$ cat src/rtl/pipe_reg_slice.sv
// Multi-stage valid/ready register slice with bubble collapsing; optional occupancy port under PIPE_REG_SLICE_OCC_EN.
// Latency DEPTH cycles with no stalls; out_valid/out_data come straight from the last stage register.
// Backpressure: out_ready ripples combinationally back to in_ready through empty or advancing stages.
module pipe_reg_slice #(
   parameter int WIDTH = 4,
   parameter int DEPTH = 2
) (
   input  logic             clk,
   input  logic             reset,
   input  logic             flush,
   input  logic             in_valid,
   output logic             in_ready,
   input  logic [WIDTH-1:0] in_data,
   output logic             out_valid,
   input  logic             out_ready,
   output logic [WIDTH-1:0] out_data
`ifdef PIPE_REG_SLICE_OCC_EN
   ,
   output logic [$clog2(DEPTH+1)-1:0] occupancy
`endif
);

   logic [DEPTH-1:0] valid_q;
   logic [WIDTH-1:0] data_q [DEPTH];

   // room[i]: stage i can take a word this cycle; room[DEPTH] is the downstream ready
   logic [DEPTH:0]   room;
   logic [DEPTH-1:0] load;
   logic [DEPTH-1:0] leave;

   always_comb begin
      logic r;
      r = out_ready;
      room = '0;
      room[DEPTH] = out_ready;
      for (int i = DEPTH - 1; i >= 0; i--) begin
         r = ~valid_q[i] | r;
         room[i] = r;
      end
   end

   assign in_ready = room[0] & ~flush & ~reset;

   always_comb begin
      load  = '0;
      leave = '0;
      load[0] = in_valid & in_ready;
      for (int i = 1; i < DEPTH; i++) begin
         load[i] = valid_q[i-1] & room[i];
      end
      for (int i = 0; i < DEPTH; i++) begin
         leave[i] = valid_q[i] & room[i+1];
      end
   end

   always_ff @(posedge clk) begin
      if (reset) begin
         valid_q <= '0;
         for (int i = 0; i < DEPTH; i++) begin
            data_q[i] <= '0;
         end
      end else begin
         for (int i = 0; i < DEPTH; i++) begin
            valid_q[i] <= ~flush & (load[i] | (valid_q[i] & ~leave[i]));
         end
         if (load[0]) begin
            data_q[0] <= in_data;
         end
         // Internal shifts are suppressed on flush so cleared stages keep their old data
         for (int i = 1; i < DEPTH; i++) begin
            if (load[i] && !flush) begin
               data_q[i] <= data_q[i-1];
            end
         end
      end
   end

   assign out_valid = valid_q[DEPTH-1];
   assign out_data  = data_q[DEPTH-1];

`ifdef PIPE_REG_SLICE_OCC_EN
   localparam int OCC_W = $clog2(DEPTH + 1);

   always_comb begin
      occupancy = '0;
      for (int i = 0; i < DEPTH; i++) begin
         occupancy = occupancy + OCC_W'(valid_q[i]);
      end
   end
`endif

endmodule

$ cat config.mk
export PLATFORM = sky130hd
export DESIGN_NAME = pipe_reg_slice
export DESIGN_NICKNAME = d
export VERILOG_FILES = /design/src/rtl/pipe_reg_slice.sv
export SDC_FILE = /design/constraint.sdc
export NUM_CORES = 1
export LEC_CHECK = 0
export BUFFER_PORTS_ARGS = -buffer_cell sky130_fd_sc_hd__clkbuf_2
export CORE_MARGIN = 1
export CORE_UTILIZATION = 30
export CTS_BUF_LIST = sky130_fd_sc_hd__clkbuf_8
export DETAILED_ROUTE_END_ITERATION = 8
export PLACE_DENSITY = 0.5
export SLEW_MARGIN = 20
export SYNTH_ARGS = -nofsm -noshare
export SYNTH_HDL_FRONTEND = slang
export SYNTH_SLANG_ARGS = --single-unit
export TNS_END_PERCENT = 10
$ cat constraint.sdc
create_clock -name clk -period 1.45 [get_ports clk]
set_input_delay 0 -clock clk [delete_from_list [all_inputs] [get_ports clk]]
set_output_delay 0 -clock clk [all_outputs]
set_load 0.05 [all_outputs]
==> impl_results.md <==
- Share of the yosys chip area belonging to registers: 52.71%
- Die footprint: 0.001945 mm²
- Antenna cells: 0
- H-tree Lvls: 1
- Post-route ant nets: 0
- Synth top area share: 45.18%
- Global Route Usage Sum: 10.83%
- Starting DRC count in detailed routing: 4
- Final Cell Area: 628.1 µm²
- PortBufs: 14
- Mapped Cells: 36
- Final Hold Viols: 0
- CP max FO: 9
- Layout cell share with drive strength beyond 1: 59.18%
- Vias per cell: 4.877
- Worst IR Drop VDD: 453.7 µV
- Slew headroom: 63.32%
- Die W: 44.10 µm
- Crit path DAT: 1360 ps
- DRT Pass-1 Iters: 5
- Clk buf depth: 2
- FP Rows: 14
- RSZ-0062 raised after global routing: false
- Worst-Skew Late Latency: 230 ps
- Req. time, crit path: 1450 ps
- Worst hold start: in_valid
- Status: complete, no violations
- Slew Viols, Final: 0
- Post-synthesis area per instance: 14.77 µm²
- Seq cells post-synth: 10
- Postcts setup bufs: 0
- Tightest Pin Transition: 550.2 ps
- Routability-driven placement congestion ratio: 0.6468
- Pwr Total: 704.8 µW
- P per Cell Area: 1122 mW/mm²
- Final setup fails: 0
- Crit path time final: 1360 ps
- Die height: 44.10 µm
- Starting Density: 33.73%
- TritonCTS clock tree: yes
- Initial antenna violation count: 0
- Synthesis Warnings: 0
- Vias in the first global route: 323
- Mapped Area: 531.8 µm²
- Largest net degree at the start of global routing: 12
- Ranking of synthesized cells by area: edfxtp_1 45%, nor4b_2 17%, dfxtp_1 7.5%
- Crit path capture type: primary output
- IO Pins: 15
- Via count: 317
- FF-to-FF Start: valid_q[0]
- Post-synth EDFFs: 8
- Fin nets: 60
- MaxCap Viol Count: 0
- Fin util: 39.84%
- CTS buffer count: 3
- Clock skew: 3.192 ps
- Clk pin slew, worst setup/hold paths: 50 ps
- Syn_nets: 45
- Period Utilization, post-route: 93.78%
- Hold-fix buffers, CTS: 0
- Congestion Overflow GR: 0
- Top FF cell, synth: edfxtp_1
- Leak: 0.0002562 µW
- Final wirelength: 819 µm
- Leading area contributor after synthesis: edfxtp_1
- FMAX: 735.4 MHz
- Syn-to-layout area delta: 18.12%
- CTS Root Cell: clkbuf_8
- Worst setup path startpoint: valid_q[0]
- First-pass GRT wire length: 1393 µm
- Setup Crit Path Kind: register to primary output
- Final setup TNS: 0 ps
- Clock sinks: 10
- Dpl cell area: 586.8 µm²
- Residual DRC: 0
- Avg WL per Cell: 12.60 µm
- DPL Wire Length: 597.3 µm
- Core area: 0.001577 mm²
- Startpoint Class: register
- Async SR Flop Fraction: 0%
- Yosys cell types: 17
- Hold Path Class: input port to register
Yosys cell counts (all sizes together) (2+ instances only):
library cell	count
dfxtp	2
inv	2
nor2	2
nand2b	2
edfxtp	8
buf	6
nor4b	8
final timing paths:
| kind | end | slack [ps] | depth (start not counted) |
|---|---|---|---|
| hold reg to reg | valid_q[1] | 500 | 2 |
| setup reg to reg | data_q[0][2] | 210 | 2 |
| hold / removal | valid_q[0] | 30 | 2 |
| setup / recovery | in_ready | 90 | 4 |
cells by family (layout without fill, tap and decap cells):
group / count (synthesis) / count (layout) / share of synthesized area, %
AOI/OAI and AO/OA: 4 / 4 / 5.882
DFF: 10 / 10 / 52.71
buffers and inverters: 8 / 21 / 11.29
and+or+nand+nor: 14 / 14 / 30.12
state kept, by name, indices dropped and copies added (netlist names):
name / count
data_q: 8
valid_q: 2
critical path, stage by stage, from the launching register on:
cell and delay [ps]:
dfxtp_1 330, and3b_1 220, buf_4 190, nor2_2 100, buf_2 270
power breakdown:
group | total, µW | switching [µW] | internal (µW)
sequential | 332 | 4.51 | 327
clock | 283 | 102 | 181
combinational | 90.1 | 57.8 | 32.3
layout make-up:
class / count / area, µm²
flip-flops and latches: 10 / 280.3
well taps: 16 / 20.02
inverters: 2 / 7.507
clock buffers: 3 / 41.29
fillers: 156 / 948.4
multi-input cells: 18 / 193.9
repair buffers: 16 / 85.08
per-stage QoR:
step | setup slack, ps | hold WS, ps | std cells
floorplan | -36.74 | 133.0 | 36
global placement | 263.9 | 266.0 | 62
detailed placement | 198.5 | 272.7 | 62
CTS | 64.20 | 29.36 | 65
global route | 18.31 | 40.16 | 65
finish | 90.18 | 31.95 | 65
metal layers:
metal / track usage [%] / vias up / share of wire (%) / wire length (µm)
li1: - / 157 / - / -
met1: 10.82 / 146 / 42 / 346
met2: 15.59 / 12 / 48 / 391
met3: 6.939 / 2 / 7.9 / 65
met4: 9.091 / 0 / 1.8 / 15
met5: 0 / - / 0 / 0
layout by cell type, fill, tap and decap left out:
cell type	n
clkbuf_2	13
edfxtp_1	8
nor4b_2	6
clkbuf_8	3
nor2_2	2
nand2b_1	2
inv_1	2
buf_4	2
dfxtp_1	2
and3b_1	1
or2_1	1
o21bai_1	1
a31o_2	1
a21oi_1	1
o21ba_1	1
nor4b_4	1
nor4b_1	1
buf_2	1
repair_timing:
item	in CTS	in global routing
resized for setup	0	1
endpoints found under the hold margin	0	0
setup endpoints to repair	0	1
(Power assumes the default switching activity.)
